<file path="src/rtl/mem_port_arbiter_if.sv">
// Bundles the fetch, data-stage and shared-memory handshakes of mem_port_arbiter.
// master is the arbiter's view; slave is the view of the surrounding requesters and memory.
interface mem_port_arbiter_if #(
  parameter int unsigned WIDTH = 32
);
  localparam int unsigned BE_W = WIDTH / 8;

  logic             if_req;
  logic [WIDTH-1:0] if_addr;
  logic             if_gnt;
  logic             if_rvalid;
  logic [WIDTH-1:0] if_rdata;

  logic             dm_req;
  logic             dm_we;
  logic [WIDTH-1:0] dm_addr;
  logic [WIDTH-1:0] dm_wdata;
  logic [BE_W-1:0]  dm_be;
  logic             dm_gnt;
  logic             dm_rvalid;
  logic [WIDTH-1:0] dm_rdata;

  logic             mem_req;
  logic             mem_we;
  logic [WIDTH-1:0] mem_addr;
  logic [WIDTH-1:0] mem_wdata;
  logic [BE_W-1:0]  mem_be;
  logic             mem_ready;
  logic             mem_rvalid;
  logic [WIDTH-1:0] mem_rdata;

  logic             stall_if;
  logic             stall_dm;

  modport master (
    input  if_req, if_addr,
    output if_gnt, if_rvalid, if_rdata,
    input  dm_req, dm_we, dm_addr, dm_wdata, dm_be,
    output dm_gnt, dm_rvalid, dm_rdata,
    output mem_req, mem_we, mem_addr, mem_wdata, mem_be,
    input  mem_ready, mem_rvalid, mem_rdata,
    output stall_if, stall_dm
  );

  modport slave (
    output if_req, if_addr,
    input  if_gnt, if_rvalid, if_rdata,
    output dm_req, dm_we, dm_addr, dm_wdata, dm_be,
    input  dm_gnt, dm_rvalid, dm_rdata,
    input  mem_req, mem_we, mem_addr, mem_wdata, mem_be,
    output mem_ready, mem_rvalid, mem_rdata,
    input  stall_if, stall_dm
  );
endinterface

</file>
<file path="src/rtl/mem_port_arbiter.sv">
// Arbitrates fetch and data-stage requests onto one memory port, one transaction in flight.
// Define ARB_ROUND_ROBIN_EN for alternating priority; otherwise data always wins a tie.
module mem_port_arbiter #(
  parameter int unsigned WIDTH = 32
) (
  input logic              clk,
  input logic              rst,
  input logic              clkEn,
  input logic              flushEn,
  mem_port_arbiter_if.master bus
);
  localparam int unsigned BE_W = WIDTH / 8;

  typedef enum logic [1:0] {IDLE, ISSUE, RESP} state_t;
  typedef enum logic {OWN_IF = 1'b0, OWN_DM = 1'b1} owner_t;

  state_t           state_q, state_d;
  owner_t           owner_q, owner_d, last_q, last_d;
  logic             drop_q, drop_d;
  logic             mem_req_q, mem_req_d;
  logic             we_q, we_d;
  logic [WIDTH-1:0] addr_q, addr_d;
  logic [WIDTH-1:0] wdata_q, wdata_d;
  logic [BE_W-1:0]  be_q, be_d;
  logic [WIDTH-1:0] if_rdata_q, if_rdata_d;
  logic [WIDTH-1:0] dm_rdata_q, dm_rdata_d;

  logic grant_if, grant_dm, resp, fetch_cancel;
  logic if_rv, dm_rv, if_busy, dm_busy;

  // State and registered request fields
  always_ff @(posedge clk) begin
    if (rst) begin
      state_q    <= IDLE;
      owner_q    <= OWN_IF;
      last_q     <= OWN_IF;
      drop_q     <= 1'b0;
      mem_req_q  <= 1'b0;
      we_q       <= 1'b0;
      addr_q     <= '0;
      wdata_q    <= '0;
      be_q       <= '0;
      if_rdata_q <= '0;
      dm_rdata_q <= '0;
    end else begin
      state_q    <= state_d;
      owner_q    <= owner_d;
      last_q     <= last_d;
      drop_q     <= drop_d;
      mem_req_q  <= mem_req_d;
      we_q       <= we_d;
      addr_q     <= addr_d;
      wdata_q    <= wdata_d;
      be_q       <= be_d;
      if_rdata_q <= if_rdata_d;
      dm_rdata_q <= dm_rdata_d;
    end
  end

  // Next-state, arbitration and response routing
  always_comb begin
    state_d      = state_q;
    owner_d      = owner_q;
    last_d       = last_q;
    drop_d       = drop_q;
    mem_req_d    = mem_req_q;
    we_d         = we_q;
    addr_d       = addr_q;
    wdata_d      = wdata_q;
    be_d         = be_q;
    if_rdata_d   = if_rdata_q;
    dm_rdata_d   = dm_rdata_q;
    grant_if     = 1'b0;
    grant_dm     = 1'b0;
    resp         = 1'b0;
    fetch_cancel = flushEn && (owner_q == OWN_IF);

    if (clkEn && !rst) begin
      case (state_q)
        IDLE: begin
          // A flush in the same cycle keeps fetch out of arbitration entirely
          if (bus.dm_req && bus.if_req && !flushEn) begin
`ifdef ARB_ROUND_ROBIN_EN
            grant_dm = (last_q == OWN_IF);
            grant_if = (last_q == OWN_DM);
`else
            grant_dm = 1'b1;
`endif
          end else if (bus.dm_req) begin
            grant_dm = 1'b1;
          end else if (bus.if_req && !flushEn) begin
            grant_if = 1'b1;
          end

          if (grant_dm) begin
            owner_d = OWN_DM;
            we_d    = bus.dm_we;
            addr_d  = bus.dm_addr;
            wdata_d = bus.dm_wdata;
            be_d    = bus.dm_be;
          end else if (grant_if) begin
            owner_d = OWN_IF;
            we_d    = 1'b0;
            addr_d  = bus.if_addr;
            wdata_d = '0;
            be_d    = '1;
          end

          if (grant_dm || grant_if) begin
            last_d    = owner_d;
            mem_req_d = 1'b1;
            state_d   = ISSUE;
          end
        end
        ISSUE: begin
          if (fetch_cancel) drop_d = 1'b1;
          if (bus.mem_ready) begin
            mem_req_d = 1'b0;
            state_d   = RESP;
          end
        end
        RESP: begin
          if (fetch_cancel) drop_d = 1'b1;
          if (bus.mem_rvalid) begin
            resp    = 1'b1;
            drop_d  = 1'b0;
            state_d = IDLE;
          end
        end
        default: state_d = IDLE;
      endcase
    end

    if_rv = resp && (owner_q == OWN_IF) && !drop_q && !flushEn;
    dm_rv = resp && (owner_q == OWN_DM);
    if (if_rv) if_rdata_d = bus.mem_rdata;
    if (dm_rv) dm_rdata_d = bus.mem_rdata;
  end

  assign if_busy = (state_q != IDLE) && (owner_q == OWN_IF) && !drop_q;
  assign dm_busy = (state_q != IDLE) && (owner_q == OWN_DM);

  assign bus.if_gnt    = grant_if;
  assign bus.dm_gnt    = grant_dm;
  assign bus.if_rvalid = if_rv;
  assign bus.dm_rvalid = dm_rv;
  assign bus.if_rdata  = if_rv ? bus.mem_rdata : if_rdata_q;
  assign bus.dm_rdata  = dm_rv ? bus.mem_rdata : dm_rdata_q;
  assign bus.mem_req   = mem_req_q;
  assign bus.mem_we    = we_q;
  assign bus.mem_addr  = addr_q;
  assign bus.mem_wdata = wdata_q;
  assign bus.mem_be    = be_q;
  assign bus.stall_if  = !rst && (bus.if_req || if_busy) && !if_rv;
  assign bus.stall_dm  = !rst && (bus.dm_req || dm_busy) && !dm_rv;
endmodule
</file>
<file path="src/flat_wrapper.sv">
// flat-port wrapper written by rule: the top's interface ports become plain ports
module mem_port_arbiter_flat 
#(
  parameter int unsigned WIDTH = 32
)
  (clk, rst, clkEn, flushEn, bus_if_req, bus_if_addr, bus_if_gnt, bus_if_rvalid, bus_if_rdata, bus_dm_req, bus_dm_we, bus_dm_addr, bus_dm_wdata, bus_dm_be, bus_dm_gnt, bus_dm_rvalid, bus_dm_rdata, bus_mem_req, bus_mem_we, bus_mem_addr, bus_mem_wdata, bus_mem_be, bus_mem_ready, bus_mem_rvalid, bus_mem_rdata, bus_stall_if, bus_stall_dm);
  mem_port_arbiter_if #(.WIDTH(WIDTH)) bus_i ();
  input logic clk;
  input logic rst;
  input logic clkEn;
  input logic flushEn;
  input wire logic [$bits(bus_i.if_req)-1:0] bus_if_req;
  input wire logic [$bits(bus_i.if_addr)-1:0] bus_if_addr;
  output wire logic [$bits(bus_i.if_gnt)-1:0] bus_if_gnt;
  output wire logic [$bits(bus_i.if_rvalid)-1:0] bus_if_rvalid;
  output wire logic [$bits(bus_i.if_rdata)-1:0] bus_if_rdata;
  input wire logic [$bits(bus_i.dm_req)-1:0] bus_dm_req;
  input wire logic [$bits(bus_i.dm_we)-1:0] bus_dm_we;
  input wire logic [$bits(bus_i.dm_addr)-1:0] bus_dm_addr;
  input wire logic [$bits(bus_i.dm_wdata)-1:0] bus_dm_wdata;
  input wire logic [$bits(bus_i.dm_be)-1:0] bus_dm_be;
  output wire logic [$bits(bus_i.dm_gnt)-1:0] bus_dm_gnt;
  output wire logic [$bits(bus_i.dm_rvalid)-1:0] bus_dm_rvalid;
  output wire logic [$bits(bus_i.dm_rdata)-1:0] bus_dm_rdata;
  output wire logic [$bits(bus_i.mem_req)-1:0] bus_mem_req;
  output wire logic [$bits(bus_i.mem_we)-1:0] bus_mem_we;
  output wire logic [$bits(bus_i.mem_addr)-1:0] bus_mem_addr;
  output wire logic [$bits(bus_i.mem_wdata)-1:0] bus_mem_wdata;
  output wire logic [$bits(bus_i.mem_be)-1:0] bus_mem_be;
  input wire logic [$bits(bus_i.mem_ready)-1:0] bus_mem_ready;
  input wire logic [$bits(bus_i.mem_rvalid)-1:0] bus_mem_rvalid;
  input wire logic [$bits(bus_i.mem_rdata)-1:0] bus_mem_rdata;
  output wire logic [$bits(bus_i.stall_if)-1:0] bus_stall_if;
  output wire logic [$bits(bus_i.stall_dm)-1:0] bus_stall_dm;
  assign bus_i.if_req = bus_if_req;
  assign bus_i.if_addr = bus_if_addr;
  assign bus_if_gnt = bus_i.if_gnt;
  assign bus_if_rvalid = bus_i.if_rvalid;
  assign bus_if_rdata = bus_i.if_rdata;
  assign bus_i.dm_req = bus_dm_req;
  assign bus_i.dm_we = bus_dm_we;
  assign bus_i.dm_addr = bus_dm_addr;
  assign bus_i.dm_wdata = bus_dm_wdata;
  assign bus_i.dm_be = bus_dm_be;
  assign bus_dm_gnt = bus_i.dm_gnt;
  assign bus_dm_rvalid = bus_i.dm_rvalid;
  assign bus_dm_rdata = bus_i.dm_rdata;
  assign bus_mem_req = bus_i.mem_req;
  assign bus_mem_we = bus_i.mem_we;
  assign bus_mem_addr = bus_i.mem_addr;
  assign bus_mem_wdata = bus_i.mem_wdata;
  assign bus_mem_be = bus_i.mem_be;
  assign bus_i.mem_ready = bus_mem_ready;
  assign bus_i.mem_rvalid = bus_mem_rvalid;
  assign bus_i.mem_rdata = bus_mem_rdata;
  assign bus_stall_if = bus_i.stall_if;
  assign bus_stall_dm = bus_i.stall_dm;
  mem_port_arbiter #(.WIDTH(WIDTH)) u_core (.clk(clk), .rst(rst), .clkEn(clkEn), .flushEn(flushEn), .bus(bus_i));
endmodule
</file>
<file path="config.mk">
export PLATFORM = sky130hd
export DESIGN_NAME = mem_port_arbiter_flat
export DESIGN_NICKNAME = d
export VERILOG_FILES = /design/src/rtl/mem_port_arbiter_if.sv /design/src/rtl/mem_port_arbiter.sv /design/src/flat_wrapper.sv
export SDC_FILE = /design/constraint.sdc
export NUM_CORES = 1
export LEC_CHECK = 0
export CAP_MARGIN = 15
export CORE_MARGIN = 10
export CORE_UTILIZATION = 43
export CTS_BUF_LIST = sky130_fd_sc_hd__clkbuf_16
export DETAILED_ROUTE_END_ITERATION = 10
export PLACE_DENSITY = 0.86
export SETUP_SLACK_MARGIN = 0.4
export SYNTH_ARGS = -nofsm -noshare
export SYNTH_HDL_FRONTEND = slang
export SYNTH_SLANG_ARGS = --single-unit
</file>
<file path="constraint.sdc">
create_clock -name clk -period 2.98 [get_ports clk]
set_input_delay 0.596 -clock clk [delete_from_list [all_inputs] [get_ports clk]]
set_output_delay 0.596 -clock clk [all_outputs]
set_load 0.005 [all_outputs]
</file>
==> metrics.md, run 1 <==
| Metric | Value |
|---|---|
| Placed cell areas | 8520 um^2 |
| Clk_lat worst skew | 430 ps |
| Critical Path RT | 2380 ps |
| Chip Width | 133 um |
| Master of the slowest instance on the critical path | dfxtp_2 |
| Final hold vios | 0 |
| Num rows | 41 |
| Avg WL per Cell | 22.2 um |
| Crit path launch type | flop |
| Clock Tree Buf Depth | 2 |
| ANT cells | 0 |
| Maximum clock rate | 0.368 GHz |
| Die area | 17700 um^2 |
| Hold/Removal Path Class | flop to flop |
| Number of CTS-inserted buffers | 17 |
| Ys async rst share | 0% |
| Worst path cell trace | inv_4 > ha_4 > and4b_2 > nand2_4 > buf_12 > buf_4 > mux2_4 > buf_6 |
| Final Critical Period | 2710 ps |
| Post-route ant nets | 0 |
| Reg2reg setup slack | 920 ps |
| Clock transition at the registers of the reported paths | 60 ps |
| Synth area leader | dfxtp_1 |
| Core Area | 12600 um^2 |
| Final period util | 91.1% |
| Peak VDD IR | 0.000358 V |
| Final hold slack | 498 ps |
| Initial Util | 43.7% |
| Commonest non-fill, non-tap cell in the layout | clkdlybuf4s50_1 |
| Syn Nets | 663 |
| RSZ-0062 raised after global routing | true |
| Status | finished, final reports clean |
| Sequential area share after synthesis | 50.3% |
| Ranking of synthesized cells by area | dfxtp_1 (50%), nor2b_1 (7.7%), mux2i_1 (5.8%) |
| Rel. slew slack | 45.9% |
| Yosys cell types | 31 |
| Area of the mapped netlist | 5500 um^2 |
| Initial antenna violation count | 0 |
| Pwr dens | 484 nW/um^2 |
| Die Ht | 133 um |
| Final Slew Violations | 0 |
| Endpoint class of the critical path | primary output |
| Final core utilization | 78.2% |
| Vias in the first global route | 5690 |
| Leakage | 4.29 nW |
| # hold bufs at CTS | 0 |
| Commonest cells after routing, fill and taps aside | clkdlybuf4s50_1 (205), dfxtp_1 (136), nor2_1 (70) |
| DRC errors left | 0 |
| Drt first pass iters | 4 |
| Vias | 5311 |
| Crit Path Class | flop to primary output |
| Worst Setup EP | bus_if_rdata[21] |
| Layout cell share with drive strength beyond 1 | 27.7% |
| Largest net degree at the start of global routing | 75 |
| Max-cap violation count | 0 |
| Layout area overhead | 78.8% |
| # IOs | 281 |
| R2r endpoint | u_core.if_rdata_q[2]$_SDFF_PP0_ |
| Top cell type's share of synthesized area | 50.3% |
| TritonCTS Sinks | 138 |
| Drt total wl | 22700 um |
| 1st-iter DRT viols | 293 |
| DPL Wire Length | 14400 um |
| Main flop type after synthesis | dfxtp_1 |
| Drt via density | 5.18 |
| Port-buffer cells | 280 |
| Setup TNS | 0 ps |
| Post-synth EDFFs | 0 |
| Slew @ Worst Pin | 810 ps |
| CTS tree | done |
| Reg2reg start | u_core.state_q[0]$_SDFFE_PP0P_ |
| Clock root buffer | clkbuf_16 |
| Warnings, synthesis | 0 |
| H-tree lvl count | 4 |
| Fin area | 9830 um^2 |
| Tot GR Track Use | 23.1% |
| # nets final | 984 |
| Final Skew | 12.5 ps |
| Syn_area_per_cell | 10.6 um^2 |
| First-pass GRT wire length | 32100 um |
| FF+latch count, synth | 138 |
| CP peak stage delay | 330 ps |
| Grt ovf | 0 |
| Crit path from | u_core.state_q[0]$_SDFFE_PP0P_ |
| Worst Path Max Fanout | 6 |
| GPL Wtd Cong | 0.825 |
| R2r worst-path depth | 10 |
| Post-synthesis instance total | 519 |
| # setup viols final | 0 |
| Setup WS pre-CTS | -81.8 ps |
| CP arrival | 2120 ps |
| Setup WS post-layout | 266 ps |
-- repair_timing --
action / CTS / global route
pin swaps: 1 / 4
gates resized for setup: 357 / 50
cloned: 3 / 0
setup buffers: 18 / 23
setup endpoints to repair: 70 / 68
-- where the power goes --
group	total [mW]	switching [mW]	internal, mW	leakage [nW]
Combinational	0.652	0.264	0.388	2.88
Clock	2.16	0.842	1.31	0.290
Sequential	1.95	0.0393	1.91	1.12
-- sequential cells by signal (all words and copies together), names as in the netlist, 2 cells and up --
| signal | count |
|---|---|
| u_core.bus.mem_addr | 32 |
| u_core.bus.mem_wdata | 32 |
| u_core.dm_rdata_q | 32 |
| u_core.if_rdata_q | 32 |
| u_core.bus.mem_be | 4 |
| u_core.state_q | 2 |
-- cells in the mapped netlist, types with 4 or more instances --
library cell and number:
dfxtp_1 138, nor2_1 70, nor2b_1 68, a211oi_1 35, a22oi_1 33, mux2i_1 32
mux2_2 23, clkbuf_1 22, mux2_1 21, mux2_4 20, buf_2 14, inv_1 6
nand2_1 4, o22ai_1 4
-- stage by stage --
| stage | instances | power [mW] |
|---|---|---|
| global route | 1025 | 4.91 |
| global placement | 949 | 2.57 |
| finish | 1025 | 4.76 |
| detailed placement | 949 | 2.59 |
| CTS | 1002 | 4.73 |
| floorplan | 519 | 2.20 |
-- metal layers --
layer / vias up / GRT usage, % / share of wire [%]
met5: - / 0 / 0
met4: 0 / 9.41 / 3.7
met3: 55 / 10.6 / 9.5
met2: 258 / 41.4 / 52
met1: 2539 / 22.4 / 35
li1: 2459 / - / -
-- cell families (layout without fill, tap and decap cells) --
logic type,after synthesis,in the layout,synth area share (%)
DFF,138,138,50.3
and+or+nand+nor,153,153,14.1
muxes,96,96,20.3
adders and majority gates,3,3,0.683
buffers and inverters,46,380,3.66
AOI/OAI and AO/OA,83,83,11.0
-- worst min path at each step --
stage                                         start                                   end  slack, ps  cells after the start
2_1_floorplan     u_core.bus.mem_be[0]$_SDFFE_PP0P_     u_core.bus.mem_be[0]$_SDFFE_PP0P_        490                      2
3_3_place_gp      u_core.bus.mem_be[2]$_SDFFE_PP0P_     u_core.bus.mem_be[2]$_SDFFE_PP0P_        470                      2
3_5_place_dp   u_core.bus.mem_addr[11]$_SDFFE_PP0P_  u_core.bus.mem_addr[11]$_SDFFE_PP0P_        490                      2
4_1_cts        u_core.bus.mem_addr[11]$_SDFFE_PP0P_  u_core.bus.mem_addr[11]$_SDFFE_PP0P_        500                      2
5_1_grt        u_core.bus.mem_addr[15]$_SDFFE_PP0P_  u_core.bus.mem_addr[15]$_SDFFE_PP0P_        520                      2
6_report       u_core.bus.mem_addr[15]$_SDFFE_PP0P_  u_core.bus.mem_addr[15]$_SDFFE_PP0P_        500                      2
-- cell type report --
type / instances / area (um^2)
well taps: 172 / 215
clock buffers: 17 / 425
flip-flops and latches: 138 / 2770
clock inverters: 15 / 175
repair buffers: 341 / 3480
inverters: 7 / 28.8
multi-input cells: 335 / 2750
fillers: 703 / 2740
-- critical path, delay by kind of cell, from the launching register on --
family / cells / cell delay, ps
adders and majority gates: 1 / 130
buffers and inverters: 4 / 500
DFF: 1 / 330
muxes: 1 / 310
and+or+nand+nor: 2 / 420
No activity file was read; power rests on OpenSTA's default activity.
==> run 2: changes to the inputs <==
--- a/config.mk
+++ b/config.mk
@@ -7,10 +7,10 @@
 export LEC_CHECK = 0
 export CAP_MARGIN = 15
 export CORE_MARGIN = 10
-export CORE_UTILIZATION = 43
+export CORE_UTILIZATION = 40
 export CTS_BUF_LIST = sky130_fd_sc_hd__clkbuf_16
 export DETAILED_ROUTE_END_ITERATION = 10
-export PLACE_DENSITY = 0.86
+export PLACE_DENSITY = 0.81
 export SETUP_SLACK_MARGIN = 0.4
 export SYNTH_ARGS = -nofsm -noshare
 export SYNTH_HDL_FRONTEND = slang
==> metrics.md, run 2 (same netlist as run 1, synthesis figures left out) <==
| Metric | Value |
|---|---|
| Status | finished, final reports clean |
| Final period util | 95.9% (+4.8 points) |
| R2r worst-path depth | 11 (+1) |
| GRT met1 Usage | 21.6% (-0.80 points) |
| TritonCTS Sinks | 138 (unchanged) |
| Setup WS post-layout | 121 ps (-145 ps) |
| Clock transition at the registers of the reported paths | 50 ps (about the same) |
| Die area | 18800 um^2 (+6.3%) |
| CP arrival | 2260 ps (+140 ps) |
| Pwr dens | 475 nW/um^2 (-1.8%) |
| Worst Path Max Fanout | 6 (unchanged) |
| Register area | 2770 um^2 (unchanged) |
| # nets final | 985 (+0.10%) |
| Slew @ Worst Pin | 769 ps (-41.3 ps) |
| Final hold slack | 413 ps (-84.7 ps) |
| Maximum clock rate | 0.350 GHz (-5.1%) |
| Layout area overhead | 80.2% |
| Leakage | 4.27 nW (-0.40%) |
| Largest net degree at the start of global routing | 75 (unchanged) |
| # hold bufs at CTS | 0 (unchanged) |
| GPL Wtd Cong | 0.845 (+2.4%) |
| 1st-iter DRT viols | 294 (+0.34%) |
| RSZ-0062 raised after global routing | true |
| Initial Util | 41.2% (-2.6 points) |
| Rel. slew slack | 48.8% (+2.9 points) |
| Critical Path RT | 2380 ps (about the same) |
| Drt via density | 5.07 (-2.2%) |
| Die Ht | 137 um (+3.1%) |
| Port-buffer cells | 280 (unchanged) |
| Area of the multi-input gates | 2730 um^2 (-0.50%) |
| Chip Width | 137 um (+3.1%) |
| Initial antenna violation count | 1 (+1) |
| Clock Tree Buf Depth | 2 (unchanged) |
| Grt ovf | 0 (unchanged) |
| Crit Path Class | flop to primary output |
| CTS tree | done |
| Peak VDD IR | 0.000347 V (-3.2%) |
| Final hold vios | 0 (unchanged) |
| Setup WS pre-CTS | -132 ps (-50.2 ps) |
| First-pass GRT wire length | 31000 um (-3.5%) |
| Avg WL per Cell | 22.0 um (-0.66%) |
| ANT cells | 0 (unchanged) |
| Layout cell share with drive strength beyond 1 | 27.6% (-0.032 points) |
| Core Area | 13300 um^2 (+6.2%) |
| Fillers | 837 (+19%) |
| Final Power | 4.71 mW (-1.1%) |
| Clk_lat worst skew | 420 ps (about the same) |
| DRC errors left | 0 (unchanged) |
| Commonest cells after routing, fill and taps aside | clkdlybuf4s50_1 (206), dfxtp_1 (136), buf_6 (76) |
| # setup viols final | 0 (unchanged) |
| Vias in the first global route | 5459 (-4.1%) |
| Num rows | 42 (+2.4%) |
| Layer with the highest usage | met2 |
| Tot GR Track Use | 21.4% (-1.6 points) |
| DPL Wire Length | 14200 um (-2.1%) |
| Setup TNS | 0 ps (unchanged) |
| Final core utilization | 74.2% (-4.0 points) |
| Crit path launch type | flop |
| # IOs | 281 (unchanged) |
| Vias | 5220 (-1.7%) |
| Worst hold path depth | 2 (unchanged) |
| Final Critical Period | 2860 ps (+145 ps) |
| Met2 usage | 38.1% (-3.3 points) |
| Final Skew | 11.7 ps (-0.836 ps) |
| Clock root buffer | clkbuf_16 |
| Grt met3 use | 9.40% (-1.2 points) |
| Hold/Removal Path Class | input pin to flop |
| Number of CTS-inserted buffers | 17 (unchanged) |
| Endpoint class of the critical path | primary output |
| Max-cap violation count | 0 (unchanged) |
| Post-route ant nets | 0 (unchanged) |
| Drt first pass iters | 4 (unchanged) |
| H-tree lvl count | 4 (unchanged) |
| Commonest non-fill, non-tap cell in the layout | clkdlybuf4s50_1 |
| Drt total wl | 22700 um (-0.18%) |
| Final Slew Violations | 0 (unchanged) |
[run 2: cell types whose count changed in the layout (fill, tap and decap cells not counted), moves of 5 or more]
cell / change
buf_2: -5
buf_4: -8
buf_6: +7
inv_1: +5
mux2_2: +9
mux2_4: -9
[run 2: routing by layer]
metal  routed length [um]  vias up  part of all wire (%)
met1                 8000     2478                    35
met4                  646        2                   2.8
li1                     -     2455                     -
met2                11900      234                    52
met3                 2150       51                   9.5
met5                    8        -                 0.035
[run 2: metrics by stage]
stage / cell area, um^2 / std cells
final: 9910 / 1030
after CTS: 9710 / 1016
after floorplan: 5500 / 519
after global placement: 8480 / 949
after detailed placement: 8480 / 949
after global routing: 9910 / 1030
[run 2: where the power goes]
group	internal [mW]	leakage, nW	switching [mW]	total (mW)
Combinational	0.386	2.86	0.264	0.650
Clock	1.30	0.298	0.806	2.11
Sequential	1.91	1.12	0.0391	1.95
[run 2: cell type report]
| class | count | share of cell area, % |
|---|---|---|
| Inverter | 7 | 0.265 |
| Clock inverter | 15 | 1.63 |
| Timing Repair Buffer | 342 | 36.1 |
| Tap cell | 176 | 2.22 |
| Multi-Input combinational cell | 335 | 27.6 |
| Sequential cell | 138 | 27.9 |
| Clock buffer | 17 | 4.29 |
[run 2: path summary, 6_finish.rpt]
kind,startpoint,to,slack [ps]
hold / removal,rst,u_core.owner_q$_SDFFE_PP0P_,410
setup reg to reg,u_core.state_q[0]$_SDFFE_PP0P_,u_core.dm_rdata_q[7]$_SDFF_PP0_,780
setup / recovery,u_core.state_q[0]$_SDFFE_PP0P_,bus_if_rdata[11],120
hold reg to reg,u_core.bus.mem_be[3]$_SDFFE_PP0P_,u_core.bus.mem_be[3]$_SDFFE_PP0P_,490
[run 2: critical path: stages (launching register included)]
cell and delay, ps:
dfxtp_2 320, inv_2 70, ha_4 130, and4b_2 350
buf_6 150, nand2_8 90, buf_16 180, buf_8 120
mux2_4 300, buf_6 120
[run 2: timing repair]
action                                  in CTS  in global routing
gates resized for setup                    374                 33
setup buffers                               30                 14
endpoints found under the setup margin      70                 68
cloned                                       5                  0
pin swaps                                    2                  1
